[config.mk]
export PLATFORM = sky130hd
export DESIGN_NAME = csi2_tx_pattern_flat
export DESIGN_NICKNAME = d
export VERILOG_FILES = /design/src/rtl/csi2_tx_pattern_if.sv /design/src/rtl/csi2_tx_pattern.sv /design/src/flat_wrapper.sv
export SDC_FILE = /design/constraint.sdc
export NUM_CORES = 1
export LEC_CHECK = 0
export BUFFER_PORTS_ARGS = -buffer_cell sky130_fd_sc_hd__buf_2
export CAP_MARGIN = 30
export CORE_UTILIZATION = 30
export DETAILED_ROUTE_END_ITERATION = 16
export SYNTH_ARGS = -nofsm -noshare
export SYNTH_HDL_FRONTEND = slang
export SYNTH_SLANG_ARGS = --single-unit
export TNS_END_PERCENT = 30
[constraint.sdc]
create_clock -name clk -period 9.2 [get_ports clk]
set_input_delay 1.84 -clock clk [delete_from_list [all_inputs] [get_ports clk]]
set_output_delay 1.84 -clock clk [all_outputs]
set_load 0.05 [all_outputs]
[src/rtl/csi2_tx_pattern_if.sv]
//----------------------------------------------------------------------------
// csi2_tx_pattern_if : HS byte-lane bus between the CSI-2 pattern transmitter
//                      and the lane aligner / packet decoder it feeds.
// Revision 1.0
//----------------------------------------------------------------------------
`default_nettype none

interface csi2_tx_pattern_if #(
   parameter int NUM_LANE = 2
);
   typedef logic [7:0] bus8_t;

   logic                  enable;
   logic                  hs_en;
   logic [NUM_LANE-1:0]   lane_vld;
   bus8_t [NUM_LANE-1:0]  lane_data;
   logic                  frame_done;

   modport master (input enable, output hs_en, output lane_vld, output lane_data, output frame_done);
   modport slave  (output enable, input hs_en, input lane_vld, input lane_data, input frame_done);
endinterface

`default_nettype wire

[src/rtl/csi2_tx_pattern.sv]
//----------------------------------------------------------------------------
// csi2_tx_pattern : RAW8 CSI-2 frame generator striped over NUM_LANE byte lanes.
//                   CSI_TX_CRC_EN selects real payload CRC instead of 0x0000.
// Revision 1.0
//----------------------------------------------------------------------------
`default_nettype none

module csi2_tx_pattern #(
   parameter int         NUM_LANE = 2,
   parameter int         WIDTH    = 64,
   parameter int         LINES    = 4,
   parameter int         GAP      = 8,
   parameter logic [1:0] VC       = 2'd0
) (
   input  wire logic          clk,
   input  wire logic          rst_n,
   csi2_tx_pattern_if.master  bus
);

   typedef enum logic [1:0] {S_IDLE, S_SYNC, S_BODY, S_GAP} state_t;
   typedef enum logic [1:0] {K_FS, K_LINE, K_FE} kind_t;

   localparam logic [16:0] SHORT_LEN = 17'd4;
   localparam logic [16:0] LONG_LEN  = 17'(WIDTH + 6);
   localparam logic [16:0] PAY_END   = 17'(WIDTH + 4);
   localparam logic [16:0] STEP      = 17'(NUM_LANE);
   localparam logic [15:0] LAST_Y    = 16'(LINES - 1);
   localparam logic [15:0] LAST_GAP  = 16'(GAP - 1);

   state_t                      state, state_n;
   kind_t                       kind, kind_n;
   logic [15:0]                 frame, frame_n;
   logic [15:0]                 y_cnt, y_n;
   logic [15:0]                 gap_cnt, gap_n;
   logic [16:0]                 pos, pos_n;
   logic                        hs_q, hs_n;
   logic                        done_q, done_n;
   logic [NUM_LANE-1:0]         vld_q, vld_n;
   logic [NUM_LANE-1:0][7:0]    data_q, data_n;
   logic [15:0]                 wc;
   logic [5:0]                  dt;
   logic [7:0]                  di;
   logic [7:0]                  ecc;
   logic [16:0]                 p;
`ifdef CSI_TX_CRC_EN
   logic [15:0]                 crc, crc_n;
`endif

   function automatic logic [16:0] len_of(input kind_t k);
      return (k == K_LINE) ? LONG_LEN : SHORT_LEN;
   endfunction

   // Each ECC bit is the parity of a fixed subset of {WC, DI}.
   function automatic logic [7:0] ecc_of(input logic [23:0] d);
      return {2'b00, ^(d & 24'hEFFC00), ^(d & 24'hDF03F0), ^(d & 24'hB8E38E),
                     ^(d & 24'h749A6D), ^(d & 24'hF2555B), ^(d & 24'hF12CB7)};
   endfunction

`ifdef CSI_TX_CRC_EN
   function automatic logic [15:0] crc_step(input logic [15:0] c, input logic [7:0] b);
      logic [15:0] r;
      r = c ^ {8'h00, b};
      for (int k = 0; k < 8; k++) begin
         r = r[0] ? ((r >> 1) ^ 16'h8408) : (r >> 1);
      end
      return r;
   endfunction
`endif

   always_comb begin
      state_n = state;
      kind_n  = kind;
      frame_n = frame;
      y_n     = y_cnt;
      gap_n   = gap_cnt;
      pos_n   = pos;
      case (state)
         S_IDLE: begin
            if (bus.enable) begin
               state_n = S_SYNC;
               kind_n  = K_FS;
            end
         end
         S_SYNC: begin
            state_n = S_BODY;
            pos_n   = '0;
         end
         S_BODY: begin
            if (pos + STEP >= len_of(kind)) begin
               state_n = S_GAP;
               gap_n   = '0;
            end else begin
               pos_n = pos + STEP;
            end
         end
         S_GAP: begin
            if (gap_cnt == LAST_GAP) begin
               state_n = S_SYNC;
               case (kind)
                  K_FS: begin
                     kind_n = K_LINE;
                     y_n    = '0;
                  end
                  K_LINE: begin
                     if (y_cnt == LAST_Y) kind_n = K_FE;
                     else                 y_n    = y_cnt + 16'd1;
                  end
                  default: begin
                     // enable is only consulted at a frame boundary
                     frame_n = frame + 16'd1;
                     kind_n  = K_FS;
                     if (!bus.enable) state_n = S_IDLE;
                  end
               endcase
            end else begin
               gap_n = gap_cnt + 16'd1;
            end
         end
         default: state_n = S_IDLE;
      endcase

      // Output registers are loaded with what the next state must show.
      hs_n   = (state_n == S_SYNC) || (state_n == S_BODY);
      done_n = (state_n == S_GAP) && (gap_n == LAST_GAP) && (kind_n == K_FE);
      vld_n  = '0;
      data_n = '0;
      p      = '0;
      case (kind_n)
         K_LINE:  dt = 6'h2A;
         K_FE:    dt = 6'h01;
         default: dt = 6'h00;
      endcase
      wc  = (kind_n == K_LINE) ? 16'(WIDTH) : frame_n;
      di  = {VC, dt};
      ecc = ecc_of({wc, di});
`ifdef CSI_TX_CRC_EN
      crc_n = (state_n == S_SYNC) ? 16'hFFFF : crc;
`endif

      if (state_n == S_SYNC) begin
         vld_n = '1;
         for (int i = 0; i < NUM_LANE; i++) data_n[i] = 8'hB8;
      end else if (state_n == S_BODY) begin
         for (int i = 0; i < NUM_LANE; i++) begin
            p = pos_n + 17'(i);
            if (p < len_of(kind_n)) begin
               vld_n[i] = 1'b1;
               if      (p == 17'd0) data_n[i] = di;
               else if (p == 17'd1) data_n[i] = wc[7:0];
               else if (p == 17'd2) data_n[i] = wc[15:8];
               else if (p == 17'd3) data_n[i] = ecc;
               else if (p < PAY_END) begin
                  // (x + y + f) mod 256 with x = p - 4
                  data_n[i] = p[7:0] - 8'd4 + y_n[7:0] + frame_n[7:0];
`ifdef CSI_TX_CRC_EN
                  crc_n = crc_step(crc_n, data_n[i]);
`endif
               end else begin
`ifdef CSI_TX_CRC_EN
                  data_n[i] = (p == PAY_END) ? crc_n[7:0] : crc_n[15:8];
`else
                  data_n[i] = 8'h00;
`endif
               end
            end
         end
      end
   end

   always_ff @(posedge clk or negedge rst_n) begin
      if (!rst_n) begin
         state   <= S_IDLE;
         kind    <= K_FS;
         frame   <= '0;
         y_cnt   <= '0;
         gap_cnt <= '0;
         pos     <= '0;
         hs_q    <= 1'b0;
         done_q  <= 1'b0;
         vld_q   <= '0;
         data_q  <= '0;
`ifdef CSI_TX_CRC_EN
         crc     <= 16'hFFFF;
`endif
      end else begin
         state   <= state_n;
         kind    <= kind_n;
         frame   <= frame_n;
         y_cnt   <= y_n;
         gap_cnt <= gap_n;
         pos     <= pos_n;
         hs_q    <= hs_n;
         done_q  <= done_n;
         vld_q   <= vld_n;
         data_q  <= data_n;
`ifdef CSI_TX_CRC_EN
         crc     <= crc_n;
`endif
      end
   end

   assign bus.hs_en      = hs_q;
   assign bus.frame_done = done_q;
   assign bus.lane_vld   = vld_q;
   assign bus.lane_data  = data_q;

endmodule

`default_nettype wire
[src/flat_wrapper.sv]
// flat-port wrapper written by rule: the top's interface ports become plain ports
module csi2_tx_pattern_flat 
#(
   parameter int         NUM_LANE = 2,
   parameter int         WIDTH    = 64,
   parameter int         LINES    = 4,
   parameter int         GAP      = 8,
   parameter logic [1:0] VC       = 2'd0
)
  (clk, rst_n, bus_enable, bus_hs_en, bus_lane_vld, bus_lane_data, bus_frame_done);
  csi2_tx_pattern_if #(.NUM_LANE(NUM_LANE)) bus_i ();
  input  wire logic clk;
  input  wire logic rst_n;
  input wire logic [$bits(bus_i.enable)-1:0] bus_enable;
  output wire logic [$bits(bus_i.hs_en)-1:0] bus_hs_en;
  output wire logic [$bits(bus_i.lane_vld)-1:0] bus_lane_vld;
  output wire logic [$bits(bus_i.lane_data)-1:0] bus_lane_data;
  output wire logic [$bits(bus_i.frame_done)-1:0] bus_frame_done;
  assign bus_i.enable = bus_enable;
  assign bus_hs_en = bus_i.hs_en;
  assign bus_lane_vld = bus_i.lane_vld;
  assign bus_lane_data = bus_i.lane_data;
  assign bus_frame_done = bus_i.frame_done;
  csi2_tx_pattern #(.NUM_LANE(NUM_LANE), .WIDTH(WIDTH), .LINES(LINES), .GAP(GAP), .VC(VC)) u_core (.clk(clk), .rst_n(rst_n), .bus(bus_i));
endmodule
==> results of run 1 <==
critical path, stage by stage, from the launching register on:
cell and delay [ps]:
dfrtp_1 520, nand3_2 230, or2_2 410, xnor2_1 150
ha_1 330, nand4b_1 150, o41ai_1 790, o31a_1 430
a22oi_1 280, inv_1 170, ha_1 300, nand2_1 80
nor4_1 330, o22a_1 380, nand3_1 160, xor2_2 250
inv_1 140, ha_1 310, fa_1 500, inv_1 50
ha_1 310, a21oi_1 170, xnor2_1 150, xnor2_1 160
xnor2_1 110, a31o_2 270, a31o_1 190
stage by stage:
stage	utilization (%)	setup slack, ps	std cells	area (µm²)	hold WS [ps]
detailed placement	32.46	1932	1197	7964	512.9
floorplan	-	2677	881	7569	481.9
CTS	33.70	1877	1213	8268	537.8
global placement	32.46	2183	1197	7964	513.5
finish	33.70	1739	1213	8268	539.1
global route	33.70	1154	1213	8268	571.5
how the worst max path moves through the flow:
stage | end | slack (ps) | depth (start not counted)
after global placement | u_core.bus.lane_data[15] | 2180 | 26
after global routing | u_core.bus.lane_data[15] | 1150 | 27
final | u_core.bus.lane_data[15] | 1740 | 26
after detailed placement | u_core.bus.lane_data[15] | 1930 | 26
after floorplan | u_core.bus.lane_data[15] | 2680 | 28
after CTS | u_core.bus.lane_data[15] | 1880 | 26
cells in the mapped netlist, drive strengths merged (9+ instances only):
cell / instances
nor4: 20
fa: 15
dfrtp: 89
nor3: 22
ha: 39
o21ai: 33
clkbuf: 20
nand2: 74
o22ai: 11
and2: 9
nand4: 20
nor2: 62
a31oi: 21
inv: 82
and3: 21
xor2: 23
or2: 9
buf: 16
nand3: 39
o21a: 9
a21oi: 31
a22oi: 15
xnor2: 67
routing by layer:
metal  track usage (%)  vias to the layer above
met5                 0                        -
met1             23.13                     3253
met2             26.62                      227
met3             3.538                       48
li1                  -                     3186
met4             6.990                        0
state kept, by name, summed over array words and instances, names as in the netlist, 2 cells and up:
signal,count
u_core.frame,16
u_core.gap_cnt,16
u_core.pos,17
u_core.state,2
u_core.kind,2
u_core.bus.lane_vld,2
u_core.y_cnt,16
u_core.bus.lane_data,16
area by class of cell:
cell class | count | area, µm²
Multi-Input combinational cell | 673 | 4862
Clock buffer | 10 | 229.0
Fill cell | 2595 | 16270
Tap cell | 324 | 405.4
Timing Repair Buffer | 28 | 157.7
Sequential cell | 89 | 2227
Clock inverter | 6 | 75.07
Inverter | 83 | 311.5
cell families (layout without fill, tap and decap cells):
| group | Yosys count | after routing | synth area share (%) |
|---|---|---|---|
| fa+ha+maj | 54 | 54 | 10.41 |
| mux | 6 | 6 | 0.9257 |
| buf+inv | 119 | 127 | 6.331 |
| xor+xnor | 91 | 91 | 10.91 |
| simple gates | 319 | 319 | 22.80 |
| compound gates | 203 | 203 | 19.19 |
| flops | 89 | 89 | 29.43 |
power by group:
group	switching (W)	internal, W	total (W)	leakage [nW]
sequential	0.0000311	0.000437	0.000468	1.22
combinational	0.000614	0.000314	0.000928	2.35
clock	0.000176	0.000215	0.000391	0.145
==> results by group, run 1 <==
Worst setup path
  • CP startpoint: u_core.pos[1]
  • Reg-to-reg slack, setup: 1740 ps
  • Critical path fanouts, max: 10
  • Worst Reg2Reg Path Length in Cells: 26
  • CP required: 9460 ps
  • CP endpoint kind: flip-flop
  • Crit Path Class: reg -> reg
  • Reg-to-reg startpoint: u_core.pos[1]
  • CP arrival: 7720 ps
  • R2r endpoint: u_core.bus.lane_data[15]
  • Critical Path Start Type: flip-flop

Status
  • Outcome: finished clean

Layout
  • Most frequent cells in the layout: 89 x dfrtp_1, 80 x inv_1, 74 x nand2_1
  • Leading cell type in the layout, fill and taps excluded: dfrtp_1
  • Fraction of layout cells with a size suffix above 1: 9.224%
  • Antenna diodes: 0
  • NumNets Final: 941
  • Syn-to-layout area delta: 9.241%

Timing
  • Sum Neg Setup Slack: 0 ps
  • Slew headroom: 37.66%
  • Crit share post-route: 81.10%
  • # setup viols final: 0
  • RSZ-0062 raised after global routing: no
  • Worst Tran Pin Value: 927.2 ps
  • Clock Skew: 10.54 ps
  • Slew Limit Fails: 0
  • Fin crit period: 7461 ps
  • Hold Vio Cnt, Final: 0
  • Achievable Freq: 134.0 MHz

Job
  • Max-Cap Viols: 0

Synthesis
  • Synth Warn #: 0
  • Asr flop ratio synth: 100.0%
  • Cell variety after synth: 91
  • Mapped Nets: 938
  • EDFF count, synth: 0
  • Syn Area/Cell: 8.591 µm²
  • Synth area leaders: dfrtp_1 29%, xnor2_1 7.6%, ha_1 6.4%, fa_1 4.0%, inv_1 4.0%
  • Syn Inst Count: 881
  • Netlist Area Pre-Place: 7569 µm²
  • Synthesis-stage register bit count: 89
  • Biggest area consumer among synthesized cells: dfrtp_1
  • Top_reg_cell synth: dfrtp_1
  • Post-synth top area share: 29.43%
  • Sequential fraction of the synthesis area: 29.43%

Route
  • DRT antenna net count: 0
  • Drt total wl: 21.29 mm
  • Drt drc: 0
  • DR top layer: met4
  • Routed wl met2: 9.478 mm
  • Avg Vias per Cell: 5.535
  • Detailed-route wire length per cell: 17.55 µm
  • Met3 WL: 1.188 mm
  • Iter 0 DRT Violations: 504
  • Via count: 6,714
  • Wl on met1: 9.918 mm
  • Initial DRT Pass Iterations: 5

Floorplanning
  • # IOs: 23
  • Starting Density: 30.85%
  • # rows: 57
  • Die width: 160.8 µm
  • Core area: 24,530 µm²
  • Die height: 160.8 µm
  • DIE AREA: 25,870 µm²

Worst hold path
  • Hold EP: u_core.y_cnt[15]
  • Hold path cells: 1
  • Worst min path class: reg -> reg
  • HP Start: u_core.y_cnt[15]

Clock tree
  • Cts repair resizes: 0
  • Max clock buf depth: 2
  • H-tree level count: 3
  • Reg clk slew, reported paths: 70 ps
  • # Post-CTS Setup Buffers: 0
  • Total CTS buffers: 9
  • CTS tree: built
  • Clk_lat worst skew: 370 ps
  • Clock sinks: 89
  • Root buffer cell: clkbuf_16
  • Hold_buf cts: 0

Global routing
  • Largest net degree at the start of global routing: 52
  • Overflow after GRT: 0
  • First-pass GRT wire length: 35.39 mm
  • Vias in the first global route: 6,646
  • Total GRT Usage: 17.14%
  • Initial antenna violation count: 0

Placed design
  • Placer congestion estimate: 0.9173
  • # port buffers: 22
  • DP Wirelength: 16.12 mm

Power and ir drop
  • Total power: 0.001786 W
  • VDD IR max: 0.1742 mV
  • Power Density: 216.0 nW/µm²
  • P_leak: 3.710 nW
Note: power is estimated with default switching activity, not from simulation.
==> run 2, diff against run 1 <==
==> constraint.sdc (replaced) <==
create_clock -name clk -period 7 [get_ports clk]
set_input_delay 1.4 -clock clk [delete_from_list [all_inputs] [get_ports clk]]
set_output_delay 1.4 -clock clk [all_outputs]
set_load 0.05 [all_outputs]
==> run 2 against run 1 <==
Setup slack worse by 1100 ps. Global-route usage fell by 0.18 points. Hold slack lost 11 ps. Utilization increased by 0.12 points. Register-to-register slack worse by 1100 ps. Via count decreased by 1.1%. Maximum frequency grew 17%. Critical path depth unchanged. Critical path type unchanged.
==> results by group, run 2 (synthesis results as in run 1) <==
Status
  • Outcome: finished clean (unchanged)

Floorplanning
  • Die height: 160.8 µm (unchanged)
  • # rows: 57 (unchanged)
  • Die width: 160.8 µm (unchanged)
  • DIE AREA: 25,870 µm² (unchanged)
  • Core area: 24,530 µm² (unchanged)
  • # IOs: 23 (unchanged)
  • Starting Density: 30.85% (unchanged)

Placed design
  • DP Wirelength: 16.25 mm (was 16.12 mm)
  • Pre-CTS setup slack: 569.9 ps (was 1932 ps)
  • Placer congestion estimate: 0.8937 (was 0.9173)
  • Dpl cells: 1,203 (was 1,197)
  • # port buffers: 22 (unchanged)

Worst setup path
  • CP required: 7250 ps (was 9460 ps)
  • Crit Path Class: reg -> reg (unchanged)
  • CP arrival: 6600 ps (was 7720 ps)
  • CP endpoint kind: flip-flop (unchanged)
  • Critical Path Start Type: flip-flop (unchanged)
  • Critical path fanouts, max: 13 (was 10)
  • Cell repeated most along the worst path: xnor2_1
  • Critical Path Slowest Stage Cell: or4_1 (was o41ai_1)
  • CP max stage delay: 570 ps (was 790 ps)

Layout
  • Antenna diodes: 0 (unchanged)
  • FILL cells: 2,605 (was 2,595)
  • Syn-to-layout area delta: 9.621% (was 9.241%)
  • Max reg flops: 17 (unchanged)
  • Multi-input gate area: 4881 µm² (was 4862 µm²)
  • Most frequent cells in the layout: 88 x dfrtp_1, 80 x inv_1, 74 x nand2_1 (was 89 x dfrtp_1, 80 x inv_1, 74 x nand2_1)
  • Non-Filler Instances: 1,218 (was 1,213)
  • Leading cell type in the layout, fill and taps excluded: dfrtp_1 (unchanged)
  • Fin util: 33.82% (was 33.70%)
  • Register area: 2228 µm² (was 2227 µm²)
  • Fraction of layout cells with a size suffix above 1: 10.18% (was 9.224%)
  • NumNets Final: 947 (was 941)
  • Most flops, register: u_core.pos (unchanged)

Timing
  • RSZ-0062 raised after global routing: no (unchanged)
  • Crit share post-route: 90.72% (was 81.10%)
  • Clock Skew: 6.199 ps (was 10.54 ps)
  • Achievable Freq: 157.5 MHz (was 134.0 MHz)
  • Fin crit period: 6350 ps (was 7461 ps)
  • Hold Vio Cnt, Final: 0 (unchanged)
  • Slew headroom: 35.66% (was 37.66%)
  • Slew Limit Fails: 0 (unchanged)
  • Worst Tran Pin Value: 958.2 ps (was 927.2 ps)
  • Sum Neg Setup Slack: 0 ps (unchanged)
  • # setup viols final: 0 (unchanged)
  • Worst setup margin: 649.5 ps (was 1739 ps)

Route
  • Drt drc: 0 (unchanged)
  • Initial DRT Pass Iterations: 7 (was 5)
  • DRT antenna net count: 0 (unchanged)
  • Iter 0 DRT Violations: 600 (was 504)
  • Via count: 6,643 (was 6,714)
  • Detailed-route wire length per cell: 17.39 µm (was 17.55 µm)
  • Avg Vias per Cell: 5.454 (was 5.535)
  • Drt total wl: 21.18 mm (was 21.29 mm)

Clock tree
  • Total CTS buffers: 9 (unchanged)
  • H-tree level count: 3 (unchanged)
  • Root buffer cell: clkbuf_16 (unchanged)
  • Clk_lat worst skew: 360 ps (was 370 ps)
  • Reg clk slew, reported paths: 70 ps (about the same)
  • Max clock buf depth: 2 (unchanged)
  • CTS tree: built (unchanged)
  • # Post-CTS Setup Buffers: 0 (unchanged)
  • Clock sinks: 89 (unchanged)

Job
  • Max-Cap Viols: 0 (unchanged)

Global routing
  • Initial antenna violation count: 0 (unchanged)
  • Overflow after GRT: 0 (unchanged)
  • Vias in the first global route: 6,482 (was 6,646)
  • Largest net degree at the start of global routing: 66 (was 52)
  • Total GRT Usage: 16.96% (was 17.14%)
  • First-pass GRT wire length: 34.91 mm (was 35.39 mm)

Power and ir drop
  • P_leak: 3.725 nW (was 3.710 nW)
  • Power Density: 281.4 nW/µm² (was 216.0 nW/µm²)
  • VDD IR max: 0.2567 mV (was 0.1742 mV)

Worst hold path
  • Worst min path class: reg -> reg (unchanged)
[run 2: what timing repair did]
| item | CTS | global route |
|---|---|---|
| gates resized for setup | 0 | 4 |
| endpoints found under the setup margin | 0 | 1 |
| hold buffers | 0 | 0 |
[run 2: path summary, 6_finish.rpt]
check	depth (start not counted)	startpoint	endpoint	slack, ps
min in group asynchronous	1	rst_n	u_core.bus.lane_data[10]	940
min reg2reg	1	u_core.y_cnt[15]	u_core.y_cnt[15]	530
max in group asynchronous	2	rst_n	u_core.gap_cnt[1]	4910
min	1	u_core.y_cnt[15]	u_core.y_cnt[15]	530
max reg2reg	26	u_core.pos[2]	u_core.bus.lane_data[15]	650
max	26	u_core.pos[2]	u_core.bus.lane_data[15]	650
[run 2: per-layer routing]
layer	routed length, µm	GRT usage (%)	up-vias
met3	790	3.022	36
met2	9486	25.88	162
met1	10350	24.06	3259
li1	-	-	3186
met5	0	0	-
met4	555	5.617	0
[run 2: worst max-delay path, delay by kind of cell (launching register included)]
kind,cells,cell delay (ps)
AO/OA/AOI/OAI,10,2100
adder cells (fa/ha/maj),4,1430
AND/OR/NAND/NOR,4,1060
XOR/XNOR,5,850
flip-flops,1,480
buffers and inverters,3,330
[run 2: final cells by class]
| type | count | share of cell area [%] |
|---|---|---|
| Inverter | 83 | 3.755 |
| Clock inverter | 6 | 0.5127 |
| Multi-Input combinational cell | 673 | 58.83 |
| Timing Repair Buffer | 34 | 2.443 |
| Clock buffer | 9 | 2.715 |
| Tap cell | 324 | 4.886 |
| Sequential cell | 89 | 26.86 |
[run 2: per-stage QoR]
step / hold WS (ps) / power [W] / area (µm²)
3_3_place_gp: 514.9 / 0.001854 / 8009
6_report: 527.8 / 0.002334 / 8297
5_1_grt: 578.3 / 0.002490 / 8297
2_1_floorplan: 481.9 / 0.001513 / 7569
4_1_cts: 534.8 / 0.002318 / 8277
3_5_place_dp: 515.9 / 0.001846 / 8009
[run 2: where the power goes]
part / switching, W / total, W / internal (W)
Combinational: 0.000819 / 0.00126 / 0.000440
Clock: 0.000221 / 0.000461 / 0.000240
Sequential: 0.0000403 / 0.000615 / 0.000574
Total: 0.00108 / 0.00233 / 0.00125
==> run 3, diff against run 2 <==
==> constraint.sdc (replaced) <==
create_clock -name clk -period 7.9 [get_ports clk]
set_input_delay 1.58 -clock clk [delete_from_list [all_inputs] [get_ports clk]]
set_output_delay 1.58 -clock clk [all_outputs]
set_load 0.05 [all_outputs]
==> run 3 against run 2 <==
Routed wire length is 0.30% higher. Critical path type unchanged. Critical path depth is 1 higher. Non-clock buffer count is 5 lower. Largest power group unchanged. Highest routed layer unchanged.
==> results by group, run 3 (synthesis results as in run 1) <==
Worst setup path
  • CP endpoint kind: flip-flop (unchanged)
  • CP arrival: 7570 ps (was 6600 ps)
  • Crit Path Class: reg -> reg (unchanged)
  • Critical path fanouts, max: 10 (was 13)
  • CP required: 8190 ps (was 7250 ps)
  • Critical Path Start Type: flip-flop (unchanged)

Global routing
  • Gr busiest metal: met2 (unchanged)
  • Vias in the first global route: 6,371 (was 6,482)
  • Met3 global-route usage: 2.841% (was 3.022%)
  • Total GRT Usage: 16.97% (was 16.96%)
  • First-pass GRT wire length: 34.73 mm (was 34.91 mm)
  • Largest net degree at the start of global routing: 61 (was 66)
  • Initial antenna violation count: 0 (unchanged)
  • Overflow after GRT: 0 (unchanged)
  • Met2 usage: 26.70% (was 25.88%)
  • Met1 global-route usage: 23.72% (was 24.06%)

Timing
  • Slew Limit Fails: 0 (unchanged)
  • Sum Neg Setup Slack: 0 ps (unchanged)
  • Hold Vio Cnt, Final: 0 (unchanged)
  • WHS: 539.8 ps (was 527.8 ps)
  • Clock Skew: 8.248 ps (was 6.199 ps)
  • Slew headroom: 30.76% (was 35.66%)
  • RSZ-0062 raised after global routing: no (unchanged)
  • Worst Tran Pin Value: 1031 ps (was 958.2 ps)
  • Achievable Freq: 137.3 MHz (was 157.5 MHz)
  • # setup viols final: 0 (unchanged)
  • Crit share post-route: 92.17% (was 90.72%)
  • Worst setup margin: 618.4 ps (was 649.5 ps)
  • Fin crit period: 7282 ps (was 6350 ps)

Power and ir drop
  • P_leak: 3.722 nW (was 3.725 nW)
  • Power Density: 253.1 nW/µm² (was 281.4 nW/µm²)
  • VDD IR max: 0.1696 mV (was 0.2567 mV)

Clock tree
  • Root buffer cell: clkbuf_16 (unchanged)
  • Clk_lat worst skew: 360 ps (about the same)
  • CTS tree: built (unchanged)
  • H-tree level count: 3 (unchanged)
  • Max clock buf depth: 2 (unchanged)
  • # Post-CTS Setup Buffers: 0 (unchanged)
  • Clock sinks: 89 (unchanged)
  • Reg clk slew, reported paths: 70 ps (about the same)
  • Total CTS buffers: 9 (unchanged)

Floorplanning
  • Die width: 160.8 µm (unchanged)
  • # rows: 57 (unchanged)
  • Starting Density: 30.85% (unchanged)
  • DIE AREA: 25,870 µm² (unchanged)
  • Die height: 160.8 µm (unchanged)
  • # IOs: 23 (unchanged)
  • Core area: 24,530 µm² (unchanged)

Route
  • Initial DRT Pass Iterations: 7 (unchanged)
  • Iter 0 DRT Violations: 560 (was 600)
  • DRT antenna net count: 0 (unchanged)
  • Avg Vias per Cell: 5.546 (was 5.454)
  • Drt drc: 0 (unchanged)
  • Via count: 6,733 (was 6,643)
  • Drt total wl: 21.24 mm (was 21.18 mm)
  • Detailed-route wire length per cell: 17.50 µm (was 17.39 µm)

Layout
  • Most flops, register: u_core.pos (unchanged)
  • Syn-to-layout area delta: 9.539% (was 9.621%)
  • NumNets Final: 942 (was 947)
  • Max reg flops: 17 (unchanged)
  • Leading cell type in the layout, fill and taps excluded: dfrtp_1 (unchanged)
  • Fin util: 33.79% (was 33.82%)
  • Antenna diodes: 0 (unchanged)
  • Fraction of layout cells with a size suffix above 1: 9.551% (was 10.18%)
  • Most frequent cells in the layout: 89 x dfrtp_1, 80 x inv_1, 74 x nand2_1 (was 88 x dfrtp_1, 80 x inv_1, 74 x nand2_1)

Job
  • Max-Cap Viols: 0 (unchanged)

Placed design
  • DP Wirelength: 16.26 mm (was 16.25 mm)
  • Placer congestion estimate: 0.8794 (was 0.8937)
  • Pre-CTS setup slack: 523.7 ps (was 569.9 ps)
  • # port buffers: 22 (unchanged)

Status
  • Outcome: finished clean (unchanged)

Worst hold path
  • Worst min path class: reg -> reg (unchanged)
-- run 3: stage by stage --
stage | instances | cell area (µm²) | total power (W)
finish | 1214 | 8290 | 0.002098
global route | 1214 | 8290 | 0.002236
CTS | 1214 | 8283 | 0.002089
detailed placement | 1198 | 7971 | 0.001622
global placement | 1198 | 7971 | 0.001626
floorplan | 881 | 7569 | 0.001341
-- run 3: path summary, 6_finish.rpt --
kind                                        from                       end  slack, ps  cells after the start
worst min register to register  u_core.y_cnt[15]          u_core.y_cnt[15]        540                      1
worst min-delay path            u_core.y_cnt[15]          u_core.y_cnt[15]        540                      1
max in group asynchronous                  rst_n         u_core.gap_cnt[0]       5640                      2
worst max register to register     u_core.pos[1]  u_core.bus.lane_data[15]        620                     27
worst max-delay path               u_core.pos[1]  u_core.bus.lane_data[15]        620                     27
min in group asynchronous                  rst_n  u_core.bus.lane_data[11]       1140                      1
-- run 3: layout make-up --
class,count,area [µm²]
fill,2588,16240
tap,324,405.4
inverter,83,311.5
multi-input combinational,673,4870
sequential,89,2227
clock buffer,10,239.0
timing repair buffer,29,165.2
clock inverter,6,72.57
-- run 3: repair_timing --
item | CTS | global route
setup endpoints to repair | 0 | 1
hold buffers | 0 | 0
gates resized for setup | 0 | 1
-- run 3: worst max-delay path, cell delays in order, from the launching register on --
cell and delay [ps]:
dfrtp_1 530, nand3_2 230, or2_2 390, xnor2_1 150
ha_1 340, nand4b_1 170, o41ai_2 540, o31a_1 400
a22oi_1 270, inv_1 160, ha_1 280, nand2_1 80
nor4_1 360, o22a_1 390, nand3_1 170, xor2_2 270
inv_1 140, ha_1 320, fa_1 520, inv_1 50
ha_1 310, a21oi_1 190, xnor2_1 160, xnor2_1 160
xnor2_1 180, nand3_1 120, a21oi_1 180, a31o_1 160
-- run 3: power breakdown --
| group | switching [W] | internal (W) |
|---|---|---|
| sequential | 0.0000358 | 0.000509 |
| clock | 0.000195 | 0.000257 |
| combinational | 0.000721 | 0.000381 |
| total | 0.000951 | 0.00115 |
-- run 3: metal layers --
layer  vias to the layer above  part of all wire, %
li1                       3190                    -
met1                      3284                   47
met2                       228                   46
met3                        31                  5.0
met4                         0                  2.0
met5                         -                    0
